===== src/rtl/cpu_bus_regbank_ctrl.sv =====
// CPU-to-fabric bus decoder for the function generator.
// Synchronises the asynchronous CPU strobes, commits writes on the NWE rising
// edge into a per-channel control bank, command pulses or waveform-RAM ports,
// serves register/status readback and counts writes to unmapped addresses.
module cpu_bus_regbank_ctrl #(
    parameter int ADDR_W      = 26,
    parameter int DATA_W      = 16,
    parameter int NUM_CH      = 2,
    parameter int REGS_PER_CH = 8,
    parameter int RAM_AW      = 12,
    parameter int SYNC_STAGES = 2,
    parameter int REG_PAGE    = 0,
    parameter int RAM_PAGE    = 1
) (
    input  logic                                 Clock,
    input  logic                                 Reset,
    input  logic                                 CPU_NCS,
    input  logic                                 CPU_NWE,
    input  logic                                 CPU_NRD,
    input  logic [ADDR_W-1:0]                    CPU_Addr,
    input  logic [DATA_W-1:0]                    CPU_Data_In,
    output logic [DATA_W-1:0]                    CPU_Data_Out,
    output logic                                 Bus_Oe,
    input  logic [NUM_CH*DATA_W-1:0]             Status_In,
    output logic [NUM_CH*REGS_PER_CH*DATA_W-1:0] Ctrl_Reg,
    output logic [NUM_CH*DATA_W-1:0]             Cmd_Pulse,
    output logic [NUM_CH-1:0]                    Ram_We,
    output logic [RAM_AW-1:0]                    Ram_Addr,
    output logic [DATA_W-1:0]                    Ram_Data,
    output logic [7:0]                           Err_Cnt
);

    localparam int CH_W    = (NUM_CH > 1) ? $clog2(NUM_CH) : 1;
    localparam int RI_W    = $clog2(REGS_PER_CH);
    localparam int RPG_LSB = RI_W + CH_W + 1;
    localparam int MPG_LSB = RAM_AW + CH_W + 1;
    localparam int RPG_W   = ADDR_W - RPG_LSB;
    localparam int MPG_W   = ADDR_W - MPG_LSB;

    localparam logic [RI_W-1:0]  IDX_CMD  = '0;
    localparam logic [RI_W-1:0]  IDX_STAT = RI_W'(REGS_PER_CH - 1);
    localparam logic [RPG_W-1:0] REG_PG   = RPG_W'(REG_PAGE);
    localparam logic [MPG_W-1:0] RAM_PG   = MPG_W'(RAM_PAGE);

    // True when a decoded channel number refers to an existing channel.
    function automatic logic ch_ok(input logic [CH_W-1:0] ch);
        ch_ok = ({1'b0, ch} < (CH_W + 1)'(NUM_CH));
    endfunction

    // ------------------------------------------------------------------
    // Strobe synchronisers
    // ------------------------------------------------------------------
    logic [SYNC_STAGES-1:0] ncs_sync_r;
    logic [SYNC_STAGES-1:0] nwe_sync_r;
    logic [SYNC_STAGES-1:0] nrd_sync_r;
    logic [SYNC_STAGES-1:0] sync_vld_r;
    logic                   sncs_s;
    logic                   snwe_s;
    logic                   snrd_s;
    logic                   sync_ok_s;

    // Strobe synchroniser chains; preset idle-high, validity tracks real samples.
    always_ff @(posedge Clock) begin
        if (Reset) begin
            ncs_sync_r <= '1;
            nwe_sync_r <= '1;
            nrd_sync_r <= '1;
            sync_vld_r <= '0;
        end else begin
            ncs_sync_r <= {ncs_sync_r[SYNC_STAGES-2:0], CPU_NCS};
            nwe_sync_r <= {nwe_sync_r[SYNC_STAGES-2:0], CPU_NWE};
            nrd_sync_r <= {nrd_sync_r[SYNC_STAGES-2:0], CPU_NRD};
            sync_vld_r <= {sync_vld_r[SYNC_STAGES-2:0], 1'b1};
        end
    end

    assign sncs_s    = ncs_sync_r[SYNC_STAGES-1];
    assign snwe_s    = nwe_sync_r[SYNC_STAGES-1];
    assign snrd_s    = nrd_sync_r[SYNC_STAGES-1];
    assign sync_ok_s = sync_vld_r[SYNC_STAGES-1];

    // ------------------------------------------------------------------
    // Edge detection. A strobe is armed only after it has been seen idle
    // (high) through a fully refilled synchroniser, so an access that was
    // in flight across reset can never produce a write or read event.
    // ------------------------------------------------------------------
    logic nwe_prev_r;
    logic nrd_prev_r;
    logic wr_arm_r;
    logic rd_arm_r;
    logic wr_evt_s;
    logic rd_evt_s;

    // Previous strobe levels and post-reset arming flags.
    always_ff @(posedge Clock) begin
        if (Reset) begin
            nwe_prev_r <= 1'b1;
            nrd_prev_r <= 1'b1;
            wr_arm_r   <= 1'b0;
            rd_arm_r   <= 1'b0;
        end else begin
            nwe_prev_r <= snwe_s;
            nrd_prev_r <= snrd_s;
            wr_arm_r   <= wr_arm_r | (sync_ok_s & snwe_s);
            rd_arm_r   <= rd_arm_r | (sync_ok_s & snrd_s);
        end
    end

    assign wr_evt_s = wr_arm_r & ~nwe_prev_r & snwe_s & ~sncs_s;
    // Writes win: a read falling edge seen while NWE is low is discarded.
    assign rd_evt_s = rd_arm_r & nrd_prev_r & ~snrd_s & ~sncs_s & snwe_s;

    // ------------------------------------------------------------------
    // Write holding register (address bit 0 is a byte lane, ignored)
    // ------------------------------------------------------------------
    logic [ADDR_W-1:1] hold_addr_r;
    logic [DATA_W-1:0] hold_data_r;
    logic              addr_lsb_unused_s;

    assign addr_lsb_unused_s = CPU_Addr[0];

    // Capture pad address/data while the synchronised write strobe is active.
    always_ff @(posedge Clock) begin
        if (Reset) begin
            hold_addr_r <= '0;
            hold_data_r <= '0;
        end else if (!sncs_s && !snwe_s) begin
            hold_addr_r <= CPU_Addr[ADDR_W-1:1];
            hold_data_r <= CPU_Data_In;
        end else begin
            hold_addr_r <= hold_addr_r;
            hold_data_r <= hold_data_r;
        end
    end

    // ------------------------------------------------------------------
    // Write decode
    // ------------------------------------------------------------------
    logic [RPG_W-1:0]  w_rpage_s;
    logic [CH_W-1:0]   w_rch_s;
    logic [RI_W-1:0]   w_idx_s;
    logic [MPG_W-1:0]  w_mpage_s;
    logic [CH_W-1:0]   w_mch_s;
    logic [RAM_AW-1:0] w_word_s;
    logic              wr_cmd_s;
    logic              wr_reg_s;
    logic              wr_ram_s;
    logic              wr_err_s;

    assign w_rpage_s = hold_addr_r[ADDR_W-1:RPG_LSB];
    assign w_rch_s   = hold_addr_r[RI_W+CH_W:RI_W+1];
    assign w_idx_s   = hold_addr_r[RI_W:1];
    assign w_mpage_s = hold_addr_r[ADDR_W-1:MPG_LSB];
    assign w_mch_s   = hold_addr_r[RAM_AW+CH_W:RAM_AW+1];
    assign w_word_s  = hold_addr_r[RAM_AW:1];

    // Classify a committed write as command, register, RAM or unmapped.
    always_comb begin
        wr_cmd_s = 1'b0;
        wr_reg_s = 1'b0;
        wr_ram_s = 1'b0;
        wr_err_s = 1'b0;
        if (wr_evt_s) begin
            if (w_rpage_s == REG_PG) begin
                if (ch_ok(w_rch_s)) begin
                    if (w_idx_s == IDX_CMD) begin
                        wr_cmd_s = 1'b1;
                    end else if (w_idx_s == IDX_STAT) begin
                        wr_reg_s = 1'b0;   // status slot is read-only, silently ignored
                    end else begin
                        wr_reg_s = 1'b1;
                    end
                end else begin
                    wr_err_s = 1'b1;
                end
            end else if (w_mpage_s == RAM_PG) begin
                if (ch_ok(w_mch_s)) begin
                    wr_ram_s = 1'b1;
                end else begin
                    wr_err_s = 1'b1;
                end
            end else begin
                wr_err_s = 1'b1;
            end
        end else begin
            wr_err_s = 1'b0;
        end
    end

    // ------------------------------------------------------------------
    // Control-register bank and command pulses
    // ------------------------------------------------------------------
    logic [DATA_W-1:0] ctrl_r [NUM_CH][REGS_PER_CH];
    logic [DATA_W-1:0] cmd_r  [NUM_CH];

    // Store register writes; command and status slots stay at zero.
    always_ff @(posedge Clock) begin
        if (Reset) begin
            for (int c = 0; c < NUM_CH; c++) begin
                for (int i = 0; i < REGS_PER_CH; i++) begin
                    ctrl_r[c][i] <= '0;
                end
            end
        end else begin
            for (int c = 0; c < NUM_CH; c++) begin
                for (int i = 1; i < REGS_PER_CH - 1; i++) begin
                    if (wr_reg_s && (w_rch_s == CH_W'(c)) && (w_idx_s == RI_W'(i))) begin
                        ctrl_r[c][i] <= hold_data_r;
                    end else begin
                        ctrl_r[c][i] <= ctrl_r[c][i];
                    end
                end
            end
        end
    end

    // One-cycle command pulse carrying the written data bits.
    always_ff @(posedge Clock) begin
        if (Reset) begin
            for (int c = 0; c < NUM_CH; c++) begin
                cmd_r[c] <= '0;
            end
        end else begin
            for (int c = 0; c < NUM_CH; c++) begin
                cmd_r[c] <= (wr_cmd_s && (w_rch_s == CH_W'(c))) ? hold_data_r : '0;
            end
        end
    end

    for (genvar c = 0; c < NUM_CH; c++) begin : g_ch
        assign Cmd_Pulse[c*DATA_W +: DATA_W] = cmd_r[c];
        for (genvar i = 0; i < REGS_PER_CH; i++) begin : g_reg
            assign Ctrl_Reg[(c*REGS_PER_CH+i)*DATA_W +: DATA_W] = ctrl_r[c][i];
        end
    end

    // ------------------------------------------------------------------
    // Waveform-RAM write port and error counter
    // ------------------------------------------------------------------
    logic [NUM_CH-1:0] ram_we_r;
    logic [RAM_AW-1:0] ram_addr_r;
    logic [DATA_W-1:0] ram_data_r;
    logic [7:0]        err_cnt_r;

    // RAM write strobe per channel; shared address/data hold between writes.
    always_ff @(posedge Clock) begin
        if (Reset) begin
            ram_we_r   <= '0;
            ram_addr_r <= '0;
            ram_data_r <= '0;
        end else begin
            for (int c = 0; c < NUM_CH; c++) begin
                ram_we_r[c] <= wr_ram_s && (w_mch_s == CH_W'(c));
            end
            if (wr_ram_s) begin
                ram_addr_r <= w_word_s;
                ram_data_r <= hold_data_r;
            end else begin
                ram_addr_r <= ram_addr_r;
                ram_data_r <= ram_data_r;
            end
        end
    end

    // Saturating count of writes that hit no mapped resource.
    always_ff @(posedge Clock) begin
        if (Reset) begin
            err_cnt_r <= 8'd0;
        end else if (wr_err_s && (err_cnt_r != 8'hFF)) begin
            err_cnt_r <= err_cnt_r + 8'd1;
        end else begin
            err_cnt_r <= err_cnt_r;
        end
    end

    assign Ram_We   = ram_we_r;
    assign Ram_Addr = ram_addr_r;
    assign Ram_Data = ram_data_r;
    assign Err_Cnt  = err_cnt_r;

    // ------------------------------------------------------------------
    // Readback. The CPU keeps the address stable for the whole NRD low
    // phase, so the pad address is decoded directly at the read event.
    // ------------------------------------------------------------------
    logic [DATA_W-1:0] status_s [NUM_CH];
    logic [RPG_W-1:0]  r_rpage_s;
    logic [CH_W-1:0]   r_ch_s;
    logic [RI_W-1:0]   r_idx_s;
    logic [DATA_W-1:0] rd_val_s;
    logic [DATA_W-1:0] data_out_r;
    logic              bus_oe_r;

    for (genvar c = 0; c < NUM_CH; c++) begin : g_stat
        assign status_s[c] = Status_In[c*DATA_W +: DATA_W];
    end

    assign r_rpage_s = CPU_Addr[ADDR_W-1:RPG_LSB];
    assign r_ch_s    = CPU_Addr[RI_W+CH_W:RI_W+1];
    assign r_idx_s   = CPU_Addr[RI_W:1];

    // Select the readback word; command slot, RAM and unmapped read as zero.
    always_comb begin
        rd_val_s = '0;
        if ((r_rpage_s == REG_PG) && ch_ok(r_ch_s)) begin
            if (r_idx_s == IDX_STAT) begin
                rd_val_s = status_s[r_ch_s];
            end else if (r_idx_s == IDX_CMD) begin
                rd_val_s = '0;
            end else begin
                rd_val_s = ctrl_r[r_ch_s][r_idx_s];
            end
        end else begin
            rd_val_s = '0;
        end
    end

    // Read data register (held until the next read) and pad output enable.
    always_ff @(posedge Clock) begin
        if (Reset) begin
            data_out_r <= '0;
            bus_oe_r   <= 1'b0;
        end else begin
            if (rd_evt_s) begin
                data_out_r <= rd_val_s;
            end else begin
                data_out_r <= data_out_r;
            end
            bus_oe_r <= sync_ok_s & ~sncs_s & ~snrd_s & snwe_s;
        end
    end

    assign CPU_Data_Out = data_out_r;
    assign Bus_Oe       = bus_oe_r;

endmodule


===== config.mk =====
export PLATFORM = sky130hd
export DESIGN_NAME = cpu_bus_regbank_ctrl
export DESIGN_NICKNAME = d
export VERILOG_FILES = /design/src/rtl/cpu_bus_regbank_ctrl.sv
export SDC_FILE = /design/constraint.sdc
export NUM_CORES = 1
export LEC_CHECK = 0
export BUFFER_PORTS_ARGS = -buffer_cell sky130_fd_sc_hd__clkbuf_2
export CORE_ASPECT_RATIO = 1.1
export CORE_MARGIN = 1.5
export CORE_UTILIZATION = 35
export DETAILED_ROUTE_END_ITERATION = 10
export SLEW_MARGIN = 40
export SYNTH_ARGS = -nofsm -noshare
export SYNTH_HDL_FRONTEND = slang
export SYNTH_SLANG_ARGS = --single-unit

===== constraint.sdc =====
create_clock -name Clock -period 2.7 [get_ports Clock]
set_input_delay 0.27 -clock Clock [delete_from_list [all_inputs] [get_ports Clock]]
set_output_delay 0.27 -clock Clock [all_outputs]
set_load 0.02 [all_outputs]

==> metrics.md <==
| Metric | Value |
|---|---|
| Slew @ Worst Pin | `767.9 ps` |
| Post-synth ARST share | `0%` |
| DR WL/cell | `about 22 um` |
| Clk buf depth | `3` |
| Multi-input gate area | `about 4200 um2` |
| CTS root buf | `clkbuf_16` |
| Reg2reg path depth | `6` |
| Worst Hold Endpoint | `hold_addr_r[7]$_SDFFE_PP0P_` |
| Clock Pin Slew Worst Setup and Hold Paths | `roughly 60 ps` |
| FMAX | `around 430 MHz` |
| CP Max Fanout | `12` |
| Post-route clock period utilization | `86.70%` |
| First-pass GRT wire length | `roughly 62000 um` |
| CTS tree | `built` |
| Post-synthesis mux area share | `approximately 9.0%` |
| Buf+Inv Stages, Crit Path | `1` |
| Setup TNS | `0 ps` |
| Final Non-Filler Cells | `2005` |
| Layout Skew | `between 20 and 25 ps` |
| Cell Area, Placed | `about 16000 um2` |
| Worst r2r dst | `ctrl_r[0][18]$_SDFFCE_PN0P_` |
| Ys flop type | `edfxtp_1` |
| Cell area after layout | `~17000 um2` |
| Htree depth | `2` |
| Die area | `39360 um2` |
| MaxCap Viol Count | `0` |
| Area Growth Syn to Fin | `28.49%` |
| Overall power | `around 11 mW` |
| Die height | `slightly above 200 um` |
| Final setup violation count | `0` |
| Initial antenna violation count | `3` |
| Largest family of logic cells by synthesized area | `simple AND/OR/NAND/NOR gates` |
| Worst setup path class | `flip-flop to flip-flop` |
| Fin crit period | `roughly 2300 ps` |
| Commonest non-fill, non-tap cell in the layout | `clkbuf_2` |
| Setup slack, reg-to-reg | `360 ps` |
| Vias in the first global route | `slightly below 10k` |
| Largest net degree at the start of global routing | `slightly below 100` |
| Fin. Hold Viols | `0` |
| Hold_ws | `just under 30 ps` |
| WHS Path Cells | `3` |
| Nets | `about 1.6k` |
| Yosys reg bits | `332` |
| Ratio of cells with drive above 1 in the final layout | `between 30% and 40%` |
| RSZ-0062 raised after global routing | `false` |
| Worst min-delay path class | `input port to flip-flop` |
| Rows | `74` |
| Fillers | `between 3k and 4k` |
| Clk_lat worst skew | `between 500 and 600 ps` |
| CTS buffer count | `36` |
| Overall die width | `189.3 um` |
| Xor and xnor area share after synthesis | `0%` |
| Initial Utilization | `35.72%` |
| Critical Path AT | `~2500 ps` |
| Yosys warnings | `0` |
| Port Buffers | `about 360` |
| Max stage delay cell, worst path | `nor3_1` |
| Synth Cell Area | `approximately 13000 um2` |
| Adder-cell share of the synthesized area | `0.09365%` |
| WL final | `between 40000 and 50000 um` |
| Antenna Nets Post-Route | `0` |
| Pre-Repair DR Iteration Count | `7` |
| CTS Sinks | `about 330` |
| Outcome | `finished clean` |
| Core area | `between 30000 and 40000 um2` |
| Post-synthesis compound-gate area fraction | `around 7%` |
| Worst Path Required | `2900 ps` |
| Commonest cells after routing, fill and taps aside | `354 x clkbuf_2, 192 x edfxtp_1, 182 x nand2_1` |
| Sequence of cells on the critical path | `nor4_4 > nand3_4 > nor3_1 > and3b_1 > a21o_1 > buf_4` |
| Netlist cell types | `54` |
| IO Pins | `422` |
| Worst IR Drop VDD | `roughly 0.36 mV` |
| CP top delay family | `simple AND/OR/NAND/NOR gates` |
| EDFF count, synth | `around 190` |
| DRC Markers | `0` |
| Pins Over Slew Limit | `0` |
| Pwr Density | `between 600 and 700 nW/um2` |
| FF+latch area | `between 8000 and 9000 um2` |
| Initial DRC Count | `slightly below 600` |
| Slew headroom | `between 40% and 50%` |
| Worst path max stage delay | `approximately 450 ps` |
| Global route total overflow | `0` |
| RD Place Congestion | `~0.92` |
| Placed Cells | `roughly 1.9k` |
| Hold path start | `CPU_Addr[7]` |
| DP HPWL | `~31000 um` |
| Reg-to-Reg Start | `hold_addr_r[18]$_SDFFE_PP0P_` |
| Total number of vias | `approximately 9.9k` |
| Vias per cell | `between 4 and 5` |
| CP Capture Type | `flip-flop` |
| WP depth | `6` |
| Synth Instances | `1071` |
| Simple-Gate Fraction of Synth Area | `a little over an eighth` |
| Critical Path Start Type | `flip-flop` |
| Leakage | `7.313 nW` |
| Total track usage | `~21%` |
| Syn avg cell area | `about 12 um2` |
| Seq/Total Area, Yosys | `between 60% and 70%` |
-- sequential cells by signal, indices dropped and copies added (netlist names), 8 cells and up --
| signal | cells |
|---|---|
| Ram_Data | 16 |
| cmd_r | 32 |
| hold_addr_r | 25 |
| ctrl_r | 192 |
| Err_Cnt | 8 |
| hold_data_r | 16 |
| Ram_Addr | 12 |
| CPU_Data_Out | 16 |
-- worst max-delay path by stage --
stage	endpoint	start	slack, ps
6_report	ctrl_r[0][18]$_SDFFCE_PN0P_	hold_addr_r[18]$_SDFFE_PP0P_	360
5_1_grt	ctrl_r[0][22]$_SDFFCE_PN0P_	hold_addr_r[17]$_SDFFE_PP0P_	200
4_1_cts	ctrl_r[0][19]$_SDFFCE_PN0P_	hold_addr_r[18]$_SDFFE_PP0P_	340
3_5_place_dp	ctrl_r[0][17]$_SDFFCE_PN0P_	hold_addr_r[18]$_SDFFE_PP0P_	350
3_3_place_gp	ctrl_r[0][16]$_SDFFCE_PN0P_	hold_addr_r[18]$_SDFFE_PP0P_	390
2_1_floorplan	ctrl_r[1][48]$_DFFE_PP_	hold_addr_r[17]$_SDFFE_PP0P_	510
-- final cells by class --
type | count | area share [%]
multi-input cells | 654 | 24.34
repair buffers | 433 | 14.83
diodes | 1 | 0.01458
clock buffers | 51 | 5.991
inverters | 25 | 0.5466
clock inverters | 15 | 0.7653
flip-flops and latches | 332 | 49.91
well taps | 494 | 3.601
-- tightest hold or removal path, stage by stage --
cell and delay, ps:
clkbuf_2 100, nand2_1 60, a21oi_1 60
-- per-stage QoR --
| step | setup WS, ps | util [%] |
|---|---|---|
| 3_3_place_gp | 387.3 | 41.79 |
| 5_1_grt | 204.8 | 45.89 |
| 3_5_place_dp | 353.6 | 41.79 |
| 6_report | 359.0 | 45.89 |
| 4_1_cts | 337.7 | 45.88 |
| 2_1_floorplan | 508.5 | - |
-- cells in the mapped netlist (4+ instances only) --
cell,n,share of area [%]
o221ai_1,4,0.26
a211oi_1,11,0.62
or4_1,6,0.34
nand3_1,5,0.19
nand2_1,182,5.1
and2_1,19,0.89
nor4_1,7,0.33
o32ai_1,5,0.33
a32oi_1,4,0.26
a21oi_1,83,3.1
nor2b_1,36,1.7
clkbuf_1,29,0.81
o21ai_0,12,0.45
mux4_2,32,5.4
buf_4,72,4.0
mux2i_1,48,3.6
edfxtp_1,192,43
buf_6,4,0.34
nand4_1,4,0.19
nand2b_1,4,0.19
dfxtp_1,140,21
o31ai_1,6,0.34
nor3_1,4,0.15
o22ai_1,16,0.75
or2_2,9,0.42
buf_2,14,0.52
a22o_1,7,0.46
and3_1,11,0.52
inv_1,25,0.70
nor2_1,46,1.3
-- kinds of logic (layout without fill, tap and decap cells) --
| family | Yosys count | after routing |
|---|---|---|
| buffers and inverters | 148 | 524 |
| DFF | 332 | 332 |
| AOI/OAI and AO/OA | 155 | 155 |
| other | 1 | 65 |
| and+or+nand+nor | 354 | 354 |
| adders and majority gates | 1 | 1 |
| muxes | 80 | 80 |
-- report_power, final --
| part | switching [mW] | internal (mW) |
|---|---|---|
| Combinational | 0.599 | 0.327 |
| Sequential | 0.0903 | 5.46 |
| Clock | 1.98 | 2.86 |
-- repair_timing --
action,CTS,global route
endpoints found under the hold margin,37,0
resized for setup,0,0
hold buffers,37,0
buffers inserted,0,0
-- routing by layer --
metal / up-vias / GRT usage (%) / wire, um
met2: 435 / 37.77 / 22020
li1: 4526 / - / -
met4: 0 / 6.787 / 1280
met3: 94 / 4.487 / 2947
met5: - / 0 / 0
met1: 4796 / 26.13 / 17150
Note: power is estimated with default switching activity, not from simulation.
